**src/rtl/id_ex_stage.sv**
```systemverilog
// id_ex_stage -- decode-to-execute pipeline register for the 5-stage MIPS core.
//
// Captures decode-stage operands and control every cycle and presents them to
// the 3-bit-op ALU in the execute stage. Supports hold (stall_e) and bubble
// insertion (flush_e). Update priority per rising edge: rst > flush_e >
// stall_e > load. rst and flush_e both clear every stage register to 0.
//
// Optional feature (macro ID_EX_FORWARD_EN):
//   defined   -> EX operands are forwarded from the M and W stages (M first).
//   undefined -> operands come straight from the stage registers; all M/W
//                inputs are ignored and hazards must be handled by stalling.
//
// Ports:
//   clk, rst                  clock, synchronous active-high reset
//   stall_e, flush_e          hold / bubble controls
//   rd1_d, rd2_d, signimm_d   decode-stage operands (DW bits)
//   rs_d, rt_d, rd_d          decode-stage register indices (RW bits)
//   alucontrol_d, alusrc_d, regdst_d, regwrite_d, memtoreg_d, memwrite_d
//                             decode-stage control
//   aluout_m, writereg_m, regwrite_m   M-stage forwarding source
//   result_w, writereg_w, regwrite_w   W-stage forwarding source
//   num1_e, num2_e, op_e      ALU operands and op
//   writedata_e               forwarded rt value for stores
//   writereg_e                destination index (rd if regdst else rt)
//   regwrite_e, memtoreg_e, memwrite_e  registered control
//   rs_e, rt_e                registered indices for the hazard unit
module id_ex_stage #(
  parameter int DW = 32,
  parameter int RW = 5
) (
  input  logic          clk,
  input  logic          rst,
  input  logic          stall_e,
  input  logic          flush_e,
  input  logic [DW-1:0] rd1_d,
  input  logic [DW-1:0] rd2_d,
  input  logic [DW-1:0] signimm_d,
  input  logic [RW-1:0] rs_d,
  input  logic [RW-1:0] rt_d,
  input  logic [RW-1:0] rd_d,
  input  logic [2:0]    alucontrol_d,
  input  logic          alusrc_d,
  input  logic          regdst_d,
  input  logic          regwrite_d,
  input  logic          memtoreg_d,
  input  logic          memwrite_d,
  input  logic [DW-1:0] aluout_m,
  input  logic [RW-1:0] writereg_m,
  input  logic          regwrite_m,
  input  logic [DW-1:0] result_w,
  input  logic [RW-1:0] writereg_w,
  input  logic          regwrite_w,
  output logic [DW-1:0] num1_e,
  output logic [DW-1:0] num2_e,
  output logic [2:0]    op_e,
  output logic [DW-1:0] writedata_e,
  output logic [RW-1:0] writereg_e,
  output logic          regwrite_e,
  output logic          memtoreg_e,
  output logic          memwrite_e,
  output logic [RW-1:0] rs_e,
  output logic [RW-1:0] rt_e
);

  logic [DW-1:0] rd1_q, rd2_q, signimm_q;
  logic [RW-1:0] rs_q, rt_q, rd_q;
  logic [2:0]    alucontrol_q;
  logic          alusrc_q, regdst_q, regwrite_q, memtoreg_q, memwrite_q;

  // A flush is a bubble: op 000, no writes, indices 0 -- same as reset.
  always_ff @(posedge clk) begin
    if (rst || flush_e) begin
      rd1_q        <= '0;
      rd2_q        <= '0;
      signimm_q    <= '0;
      rs_q         <= '0;
      rt_q         <= '0;
      rd_q         <= '0;
      alucontrol_q <= '0;
      alusrc_q     <= 1'b0;
      regdst_q     <= 1'b0;
      regwrite_q   <= 1'b0;
      memtoreg_q   <= 1'b0;
      memwrite_q   <= 1'b0;
    end else if (!stall_e) begin
      rd1_q        <= rd1_d;
      rd2_q        <= rd2_d;
      signimm_q    <= signimm_d;
      rs_q         <= rs_d;
      rt_q         <= rt_d;
      rd_q         <= rd_d;
      alucontrol_q <= alucontrol_d;
      alusrc_q     <= alusrc_d;
      regdst_q     <= regdst_d;
      regwrite_q   <= regwrite_d;
      memtoreg_q   <= memtoreg_d;
      memwrite_q   <= memwrite_d;
    end
  end

  logic [DW-1:0] src_a, src_b;

`ifdef ID_EX_FORWARD_EN
  // Register 0 is hard-wired zero, so a write to it is never forwarded.
  // M is younger than W, so it wins when both match.
  logic m_ok, w_ok;
  assign m_ok = regwrite_m && (writereg_m != '0);
  assign w_ok = regwrite_w && (writereg_w != '0);

  always_comb begin
    src_a = rd1_q;
    if (m_ok && (writereg_m == rs_q))      src_a = aluout_m;
    else if (w_ok && (writereg_w == rs_q)) src_a = result_w;
  end

  always_comb begin
    src_b = rd2_q;
    if (m_ok && (writereg_m == rt_q))      src_b = aluout_m;
    else if (w_ok && (writereg_w == rt_q)) src_b = result_w;
  end
`else
  assign src_a = rd1_q;
  assign src_b = rd2_q;

  // M/W forwarding sources are intentionally unused in this build.
  logic unused_fwd;
  assign unused_fwd = ^{aluout_m, writereg_m, regwrite_m,
                        result_w, writereg_w, regwrite_w};
`endif

  assign num1_e      = src_a;
  assign writedata_e = src_b;
  assign num2_e      = alusrc_q ? signimm_q : src_b;
  assign writereg_e  = regdst_q ? rd_q : rt_q;
  assign op_e        = alucontrol_q;
  assign regwrite_e  = regwrite_q;
  assign memtoreg_e  = memtoreg_q;
  assign memwrite_e  = memwrite_q;
  assign rs_e        = rs_q;
  assign rt_e        = rt_q;

endmodule

```
**config.mk**
```make
export PLATFORM = sky130hd
export DESIGN_NAME = id_ex_stage
export DESIGN_NICKNAME = d
export VERILOG_FILES = /design/src/rtl/id_ex_stage.sv
export SDC_FILE = /design/constraint.sdc
export NUM_CORES = 1
export LEC_CHECK = 0
export BUFFER_PORTS_ARGS = -buffer_cell sky130_fd_sc_hd__buf_2
export CAP_MARGIN = 20
export CORE_AREA = 2 2 124 126
export DETAILED_ROUTE_END_ITERATION = 10
export DIE_AREA = 0 0 126 128
export PLACE_DENSITY = 0.64
export RECOVER_POWER = 50
export SYNTH_ARGS = -nofsm -noshare
export SYNTH_HDL_FRONTEND = slang
export SYNTH_SLANG_ARGS = --single-unit
```
**constraint.sdc**
```tcl
create_clock -name clk -period 1.27 [get_ports clk]
set_clock_uncertainty 0.05 [all_clocks]
set_input_delay 0.127 -clock clk [delete_from_list [all_inputs] [get_ports clk]]
set_output_delay 0.127 -clock clk [all_outputs]
set_load 0.01 [all_outputs]
```
==> metrics <==
synthesized cell area 4806 um^2; gr usage total 0.1768; commonest non-fill, non-tap cells in the layout buf_2, mux2i_1, nor2_1, dlygate4sd3_1, dfxtp_1; I/O pin total 316; vias in the first global route 4674; Layout area overhead 69.30%; Clk Latency, worst-skew pair 400 ps; Core Util, Final 0.5474; DRT iter0 DRCs 172; Seq cells post-synth between 100 and 150; first-pass detailed-route iteration total 5; layout cells sized above 1 0.3962; crit-path max FO 13; first-pass GRT wire length 22900 um; VDD IR max slightly above 0.8 mV; fin crit period approximately 1600 ps; gr ovfl total 0; Root Driver clkbuf_16; CP top delay family flip-flops; Final Hold Viols 0; final setup vio count 37; number of port buffers 239; clock sinks 119; most common cell after layout, fill and taps aside buf_2; hpwl dp 8246 um; Worst-path clk slew 50 ps; Yosys cell types 10; chip height between 100 and 150 um; routed len/inst 15.08 um; maximum clock frequency 611.0 MHz; vias per cell 4.496; critical path launch point type flop; post-synth net total between 600 and 700; fin nets 984; WP data required about 1100 ps; pwr dens between 1000 and 1500 nW/um^2; Inst Count DP about 830; Place WS 5.115 ps; sequential share of the synthesized area 0.4957; Final ANT Viol Nets 0; CTS tree yes; final setup margin -366.8 ps; Max Buffers Root-to-Sink 2; unrepaired setup endpoints after global routing yes; Max-cap violations 0; final period utilization 1.289; Row Count 45; CTS H-tree depth 4; actual slew at the worst max-slew pin 920.3 ps; pins over their slew limit 0; via count 4424; cells after synthesis 426; Die ar. 16130 um^2; worst path cell trace buf_16, mux2_4, buf_6; pin count of the biggest net entering global routing 120; Hold Crit Class in -> reg; core area 14860 um^2; Worst EP arrival 1460 ps; GPL Wtd Cong between 0.7 and 0.8; status finished with violations; CP bufs+invs 2; initial antenna violation count 0; Slowest-stage cell, CP dfxtp_4; Die X 126 um; Layout Cells excl Fill 984; Crit Path Class reg -> out; effective utilization at floorplan 0.3233; postcts setup bufs 0; Routed WL 14840 um; Worst setup EP type output pin; CTS Buf Count 17; Leak Pwr 0.004046 uW; Crit path largest cell delay approximately 420 ps; slew margin rel. 0.3865; worst hold slack 98.12 ps; failing checks setup timing; syn avg cell area 11.28 um^2; synth warn 0; # DRC 0
-- cell usage after synthesis --
master | number | area [um^2]
buf_2 | 12 | 60.06
buf_6 | 3 | 33.78
dfxtp_1 | 119 | 2382
mux2_2 | 37 | 416.7
or2_4 | 1 | 8.760
buf_12 | 12 | 240.2
buf_4 | 3 | 22.52
mux2i_1 | 119 | 1191
clkbuf_1 | 1 | 3.750
nor2_1 | 119 | 446.7
-- kinds of logic after synthesis --
| logic type | synth area share |
|---|---|
| buf+inv | 0.07498 |
| mux | 0.3345 |
| simple gates | 0.09477 |
| flops | 0.4957 |
-- sequential cells by signal, summed over array words and instances (netlist names) --
name	flops
rs_e	5
rd_q	5
memwrite_e	1
num1_e	32
writedata_e	32
op_e	3
regdst_q	1
regwrite_e	1
rt_e	5
alusrc_q	1
signimm_q	32
memtoreg_e	1
-- tightest hold or removal path, delay by kind of cell --
kind          cells  cell delay, ps
simple gates      1              70
mux               1             140
buf+inv           1             170
-- area by class of cell --
cell class | instances | area [um^2]
fill | 1251 | 6728
timing repair buffer | 371 | 2821
sequential | 119 | 2390
multi-input combinational | 276 | 2200
clock buffer | 23 | 457.9
tap | 188 | 235.2
clock inverter | 6 | 30.03
antenna | 1 | 2.502
-- metrics by stage --
step | cell area [um^2] | setup TNS (ps) | power, uW
final | 8137 | -11850 | 9306
after global routing | 8134 | -13690 | 9735
after CTS | 7933 | -13240 | 9370
after detailed placement | 6028 | 0 | 4941
after global placement | 6028 | 0 | 4913
after floorplan | 4806 | 0 | 4603
-- repair_timing --
action	CTS	global route
gates resized for setup	44	38
hold buffers	119	0
cloned	1	1
setup endpoints to repair	37	37
pin swaps	0	0
hold endpoints to repair	119	0
-- path summary, 6_finish.rpt --
path                                               from                       to  slack (ps)  cells after the start
worst max-delay path              alusrc_q$_SDFFE_PP0N_               num2_e[17]        -370                      3
worst min-delay path                            stall_e  regwrite_e$_SDFFE_PP0N_         100                      3
worst min register to register  num1_e[28]$_SDFFE_PP0N_  num1_e[28]$_SDFFE_PP0N_         450                      2
worst max register to register    alusrc_q$_SDFFE_PP0N_    alusrc_q$_SDFFE_PP0N_         290                      3
-- routing by layer --
layer | routed length, um | GRT usage | vias up | part of all wire
met3 | 791 | 0.05467 | 34 | 0.053
met1 | 6014 | 0.1971 | 2084 | 0.41
li1 | - | - | 2145 | -
met4 | 385 | 0.07369 | 0 | 0.026
met5 | 0 | 0 | - | 0
met2 | 7645 | 0.3131 | 161 | 0.52
-- power by group --
group,internal [uW],switching (uW)
Combinational,799,534
Sequential,3860,82.5
Clock,2480,1550
Total,7140,2160
Note: power is estimated with default switching activity, not from simulation.
